File: config.mk
export PLATFORM = sky130hd
export DESIGN_NAME = ifmap_feeder
export DESIGN_NICKNAME = d
export VERILOG_FILES = /design/src/rtl/pe_pkg.sv /design/src/rtl/sync_fifo.sv /design/src/rtl/ifmap_feeder.sv
export SDC_FILE = /design/constraint.sdc
export NUM_CORES = 1
export LEC_CHECK = 0
export CAP_MARGIN = 20
export CORE_AREA = 3 3 110 112
export DETAILED_ROUTE_END_ITERATION = 7
export DIE_AREA = 0 0 113 115
export GPL_TIMING_DRIVEN = 0
export PLACE_DENSITY = 0.78
export SLEW_MARGIN = 10
export SYNTH_ARGS = -nofsm -noshare
export SYNTH_HDL_FRONTEND = slang
export SYNTH_SLANG_ARGS = --single-unit
File: constraint.sdc
create_clock -name clk -period 3.5 [get_ports clk]
set_clock_uncertainty 0.15 [all_clocks]
set_input_delay 0.875 -clock clk [delete_from_list [all_inputs] [get_ports clk]]
set_output_delay 0.875 -clock clk [all_outputs]
set_load 0.03 [all_outputs]
File: src/rtl/pe_pkg.sv
// pe_pkg -- definitions shared by the PE-side feeder logic.
//   DEFAULT_DATA_WIDTH : default pixel width in bits
//   SOR_BIT / EOR_BIT  : tag bit offsets above the pixel field
//                        (a tagged word is {SOR, EOR, pixel})
//   feeder_state_e     : ifmap feeder FSM states
package pe_pkg;

  localparam int DEFAULT_DATA_WIDTH = 16;

  // Offsets relative to DATA_WIDTH: word[DATA_WIDTH+SOR_BIT] = start-of-row,
  // word[DATA_WIDTH+EOR_BIT] = end-of-row.
  localparam int SOR_BIT = 1;
  localparam int EOR_BIT = 0;

  typedef enum logic [1:0] {
    ST_IDLE  = 2'd0,
    ST_RUN   = 2'd1,
    ST_DRAIN = 2'd2,
    ST_DONE  = 2'd3
  } feeder_state_e;

endpackage

File: src/rtl/sync_fifo.sv
// sync_fifo -- single-clock first-word-fall-through FIFO.
//   clk, rst_n : clock, asynchronous active-low reset (empties the FIFO)
//   push, din  : write din when push=1 and not full
//   pop        : discard head word when pop=1 and not empty
//   dout       : head word, valid whenever empty=0; forced to 0 when empty
//   full/empty : occupancy flags
module sync_fifo #(
  parameter int WIDTH = 18,
  parameter int DEPTH = 4
) (
  input  logic             clk,
  input  logic             rst_n,
  input  logic             push,
  input  logic             pop,
  input  logic [WIDTH-1:0] din,
  output logic [WIDTH-1:0] dout,
  output logic             full,
  output logic             empty
);

  localparam int AW = $clog2(DEPTH);
  localparam logic [AW:0] PTR_ONE = {{AW{1'b0}}, 1'b1};

  logic [WIDTH-1:0] mem_q [DEPTH];
  // Pointers carry one extra wrap bit so full and empty are distinguishable.
  logic [AW:0]      wr_ptr_q;
  logic [AW:0]      rd_ptr_q;
  logic             do_push;
  logic             do_pop;

  assign empty   = (wr_ptr_q == rd_ptr_q);
  assign full    = (wr_ptr_q[AW] != rd_ptr_q[AW]) &&
                   (wr_ptr_q[AW-1:0] == rd_ptr_q[AW-1:0]);
  assign do_push = push && !full;
  assign do_pop  = pop && !empty;

  // Storage carries no reset; the empty flag masks stale contents on dout.
  always_ff @(posedge clk) begin
    if (do_push) begin
      mem_q[wr_ptr_q[AW-1:0]] <= din;
    end
  end

  always_ff @(posedge clk or negedge rst_n) begin
    if (!rst_n) begin
      wr_ptr_q <= '0;
      rd_ptr_q <= '0;
    end else begin
      if (do_push) begin
        wr_ptr_q <= wr_ptr_q + PTR_ONE;
      end
      if (do_pop) begin
        rd_ptr_q <= rd_ptr_q + PTR_ONE;
      end
    end
  end

  assign dout = empty ? '0 : mem_q[rd_ptr_q[AW-1:0]];

endmodule

File: src/rtl/ifmap_feeder.sv
// ifmap_feeder -- tags a raw pixel stream with start/end-of-row flags and
// feeds it to the PE ifmap buffer through a small skid FIFO.
//   clk, rst_n          : clock, asynchronous active-low reset
//   start               : one-cycle pulse, latches row_len/num_rows (IDLE only)
//   row_len, num_rows   : frame geometry
//   pix_in, pix_valid   : source pixel stream; pix_ready = accept this cycle
//   ready_ifm           : PE can take a word
//   w_en_ifm            : write strobe to the PE, data_in_ifm = {SOR,EOR,pixel}
//   busy                : frame in progress (RUN or DRAIN)
//   done                : one-cycle pulse when the frame has fully drained
module ifmap_feeder
  import pe_pkg::*;
#(
  parameter int DATA_WIDTH = DEFAULT_DATA_WIDTH,
  parameter int LEN_W      = 8,
  parameter int FIFO_DEPTH = 4
) (
  input  logic                  clk,
  input  logic                  rst_n,
  input  logic                  start,
  input  logic [LEN_W-1:0]      row_len,
  input  logic [LEN_W-1:0]      num_rows,
  input  logic [DATA_WIDTH-1:0] pix_in,
  input  logic                  pix_valid,
  output logic                  pix_ready,
  input  logic                  ready_ifm,
  output logic                  w_en_ifm,
  output logic [DATA_WIDTH+1:0] data_in_ifm,
  output logic                  busy,
  output logic                  done
);

  localparam int              WORD_W  = DATA_WIDTH + 2;
  localparam logic [LEN_W-1:0] LEN_ONE = {{(LEN_W-1){1'b0}}, 1'b1};

  feeder_state_e     state_q;
  logic [LEN_W-1:0]  col_q;
  logic [LEN_W-1:0]  row_q;
  logic [LEN_W-1:0]  len_q;
  logic [LEN_W-1:0]  rows_q;
  logic              busy_q;
  logic              done_q;

  logic              fifo_full;
  logic              fifo_empty;
  logic [WORD_W-1:0] fifo_dout;
  logic [WORD_W-1:0] push_word;
  logic              accept;
  logic              sor;
  logic              eor;
  logic              last_row;

  assign pix_ready = (state_q == ST_RUN) && !fifo_full;
  assign accept    = pix_valid && pix_ready;

  // With len_q==1 column 0 is also the last column, so both tags assert.
  assign sor      = (col_q == '0);
  assign eor      = (col_q == len_q - LEN_ONE);
  assign last_row = (row_q == rows_q - LEN_ONE);

  always_comb begin
    push_word                      = '0;
    push_word[DATA_WIDTH-1:0]      = pix_in;
    push_word[DATA_WIDTH+SOR_BIT]  = sor;
    push_word[DATA_WIDTH+EOR_BIT]  = eor;
  end

  sync_fifo #(
    .WIDTH (WORD_W),
    .DEPTH (FIFO_DEPTH)
  ) u_fifo (
    .clk   (clk),
    .rst_n (rst_n),
    .push  (accept),
    .pop   (w_en_ifm),
    .din   (push_word),
    .dout  (fifo_dout),
    .full  (fifo_full),
    .empty (fifo_empty)
  );

  assign w_en_ifm    = !fifo_empty && ready_ifm;
  assign data_in_ifm = fifo_dout;
  assign busy        = busy_q;
  assign done        = done_q;

  always_ff @(posedge clk or negedge rst_n) begin
    if (!rst_n) begin
      state_q <= ST_IDLE;
      col_q   <= '0;
      row_q   <= '0;
      len_q   <= '0;
      rows_q  <= '0;
      busy_q  <= 1'b0;
      done_q  <= 1'b0;
    end else begin
      done_q <= 1'b0;
      case (state_q)
        ST_IDLE: begin
          if (start) begin
            if ((row_len != '0) && (num_rows != '0)) begin
              state_q <= ST_RUN;
              busy_q  <= 1'b1;
              len_q   <= row_len;
              rows_q  <= num_rows;
              col_q   <= '0;
              row_q   <= '0;
            end else begin
              // Empty frame: report completion without writing anything.
              state_q <= ST_DONE;
              done_q  <= 1'b1;
            end
          end
        end
        ST_RUN: begin
          if (accept) begin
            if (eor) begin
              col_q <= '0;
              row_q <= row_q + LEN_ONE;
              if (last_row) begin
                state_q <= ST_DRAIN;
              end
            end else begin
              col_q <= col_q + LEN_ONE;
            end
          end
        end
        ST_DRAIN: begin
          if (fifo_empty) begin
            state_q <= ST_DONE;
            busy_q  <= 1'b0;
            done_q  <= 1'b1;
          end
        end
        ST_DONE: begin
          state_q <= ST_IDLE;
        end
        default: begin
          state_q <= ST_IDLE;
          busy_q  <= 1'b0;
        end
      endcase
    end
  end

endmodule

==> summary.md <==
| Metric | Value |
|---|---|
| Fin crit period | 3.34 ns |
| CP top delay family | buffers and inverters |
| Cell area power density | 901 nW/um^2 |
| First-pass iteration count of the detailed router | 4 |
| Initial antenna violation count | 0 |
| Cell row count | 39 |
| Outcome | finished, final reports clean |
| Initial DRC count | 209 |
| Postcts setup bufs | 0 |
| Max-slew violation count | 0 |
| Commonest non-fill, non-tap cells in the layout | edfxtp_1, dfrtp_1, clkdlybuf4s50_1 |
| Hold WS | 0.215 ns |
| Reg-to-reg slack, setup | 0.42 ns |
| CTS tree | yes |
| Boundary pin count | 59 |
| Antenna Cells | 0 |
| Die width | 113 um |
| Synth-to-Final Area Change | 24.5% |
| Total number of vias | 3601 |
| Worst Path Arrival | 2.32 ns |
| Hold crit path type | in2async |
| Largest net degree at the start of global routing | 31 |
| H-tree levels | 4 |
| Crit-path cells | xor2_1 -> nor2_1 -> nand2_1 -> buf_2 -> clkbuf_4 -> and2_1 -> clkdlybuf4s15_1 |
| Final Hold Vio Count | 0 |
| DRC | 0 |
| WL final | 11100 um |
| Via density | 5.60 |
| Fmax | 299 MHz |
| FF-to-FF path depth | 7 |
| Nets | 537 |
| Top sig layer | met4 |
| Die area | 13000 um^2 |
| M1 WL | 4700 um |
| Clock latency on the worst-skew pair | 0.41 ns |
| HPWL after DPL | 7410 um |
| Max clock buf depth | 2 |
| Worst Path Required | 2.47 ns |
| Clock Tree Root | clkbuf_16 |
| FF-to-FF Start | len_q[0] |
| Highest-delay cell along the critical path | dfrtp_1 |
| GRT Total Usage | 18.6% |
| Clk pin slew, worst setup/hold paths | 0.05 ns |
| First-pass GRT wire length | 18800 um |
| Seq/Total Area, Yosys | 58.1% |
| CTS buffer count | 17 |
| Peak VDD IR | 0.569 mV |
| R2r endpoint | row_q[1] |
| Seq cells post-synth | 114 |
| Clk sinks | 114 |
| Syn_nets | 460 |
| CP Max Fanout | 10 |
| Worst-margin pin slew | 1.02 ns |
| Fill count | 905 |
| Commonest non-fill, non-tap cell in the layout | edfxtp_1 |
| GPL Wtd Cong | 0.877 |
| Met3 WL | 621 um |
| Pleak | 2.71 nW |
| IO buf count | 58 |
| Crit path from | u_fifo.wr_ptr_q[1] |
| Netlist Area Pre-Place | 5530 um^2 |
| Global route overflow | 0 |
| Die height | 115 um |
| EDFF count, synth | 72 |
| Post-synth cell types | 57 |
| Maxcap violations | 0 |
| CP endpoint | data_in_ifm[14] |
| Share of layout cells above drive strength 1 | 18.4% |
| Mapped Cells | 410 |
| RSZ-0062 raised after global routing | false |
| Setup crit end kind | output port |
| Vias in the first global route | 3819 |
| Buf+Inv Stages, Crit Path | 3 |
| Final setup vio count | 0 |
| Core area | 11300 um^2 |
| Number of synthesis warnings | 0 |
| Total power | 0.00620 W |
| # hold bufs at CTS | 0 |
| Crit. path cell count | 7 |
| Avg Synthesized Cell Area | 13.5 um^2 |
| Initial Util | 48.9% |
| Primary FF master, synth | edfxtp_1 |
| Core Util, Final | 60.8% |
| Max incr delay on CP | 0.42 ns |
| Ys async rst share | 36.8% |
| Final worst-path cycle share | 95.6% |
| Setup CP Type | reg2out |
| Drt wl/cell | 17.2 um |
| CP Launch Type | flop |
| Final ANT Viol Nets | 0 |
| WL met2 | 5500 um |
| Max_slew headroom | 32.0% |
-- area by class of cell --
| cell class | instances | area [um^2] | area share (%) |
|---|---|---|---|
| plain buffers | 18 | 96.3 | 1.40 |
| clock buffers | 20 | 437 | 6.34 |
| clock inverters | 12 | 116 | 1.69 |
| inverters | 17 | 63.8 | 0.927 |
| multi-input cells | 260 | 2180 | 31.7 |
| flip-flops and latches | 114 | 3210 | 46.7 |
| well taps | 143 | 179 | 2.60 |
| repair buffers | 59 | 598 | 8.69 |
-- timing repair --
| item | CTS | global route |
|---|---|---|
| pin swaps | 0 | 0 |
| resized for setup | 22 | 28 |
| cloned | 0 | 0 |
| setup endpoints to repair | 27 | 25 |
-- worst min-delay path by stage --
stage / start / slack (ns) / end
after floorplan: u_fifo.wr_ptr_q[2] / 0.31 / u_fifo.wr_ptr_q[2]
after global placement: u_fifo.wr_ptr_q[2] / 0.33 / u_fifo.wr_ptr_q[2]
after detailed placement: u_fifo.wr_ptr_q[2] / 0.33 / u_fifo.wr_ptr_q[2]
after CTS: rst_n / 0.21 / busy
after global routing: rst_n / 0.22 / rows_q[2]
final: rst_n / 0.21 / rows_q[3]
-- report_power, final --
| group | internal, W | switching (W) | total, W |
|---|---|---|---|
| Clock | 0.00103 | 0.000571 | 0.00160 |
| Sequential | 0.00172 | 0.000230 | 0.00195 |
| Combinational | 0.00115 | 0.00150 | 0.00265 |
-- routing by layer --
layer | track usage, % | up-vias
met5 | 0 | -
met4 | 8.17 | 0
met3 | 4.47 | 22
met2 | 31.5 | 103
met1 | 23.0 | 1791
li1 | - | 1685
-- kinds of logic after synthesis --
| family | after synthesis | synth area share (%) |
|---|---|---|
| mux | 44 | 12.5 |
| fa+ha+maj | 13 | 2.94 |
| buf+inv | 36 | 2.62 |
| xor+xnor | 26 | 4.12 |
| simple gates | 130 | 13.2 |
| compound gates | 47 | 6.51 |
| flops | 114 | 58.1 |
-- synth_stat cells, types with 2 or more instances --
library cell / count / area share (%)
nor4_1: 9 / 1.0
ha_1: 13 / 2.9
nand4_1: 3 / 0.34
and4_1: 2 / 0.32
o22ai_1: 2 / 0.23
inv_1: 17 / 1.2
nor2b_1: 6 / 0.68
edfxtp_1: 72 / 39
nand3b_1: 3 / 0.41
and2_1: 28 / 3.2
nor2_1: 18 / 1.2
nor3_1: 4 / 0.36
a22o_1: 5 / 0.79
a31oi_1: 3 / 0.34
dfrtp_1: 42 / 19
buf_1: 2 / 0.14
or3_1: 2 / 0.23
mux2i_1: 4 / 0.72
mux2_1: 3 / 0.61
mux4_2: 18 / 7.3
xor2_1: 15 / 2.4
o21ai_0: 10 / 0.90
clkbuf_1: 14 / 0.95
xnor2_1: 11 / 1.7
buf_2: 2 / 0.18
a21oi_1: 6 / 0.54
nand3_1: 13 / 1.2
a211oi_1: 4 / 0.54
mux2_2: 19 / 3.9
and3_1: 8 / 0.90
or2_2: 3 / 0.34
nand2_1: 21 / 1.4
a21o_1: 4 / 0.54
-- metrics by stage --
step,area (um^2),setup TNS (ns),cells,setup slack (ns)
after global placement,6290,-6.66,611,-0.387
after global routing,6890,0,643,0.0119
after floorplan,5530,0,410,0.440
after detailed placement,6310,-8.24,612,-0.484
after CTS,6860,0,643,0.0128
final,6890,0,643,0.155
-- flip-flops by register name, indices dropped and copies added (netlist names) --
| signal | cells |
|---|---|
| u_fifo.mem_q | 72 |
| row_q | 8 |
| busy | 1 |
| len_q | 8 |
| col_q | 8 |
| done | 1 |
| state_q | 2 |
| u_fifo.wr_ptr_q | 3 |
| rows_q | 8 |
| u_fifo.rd_ptr_q | 3 |
Note: power is estimated with default switching activity, not from simulation.
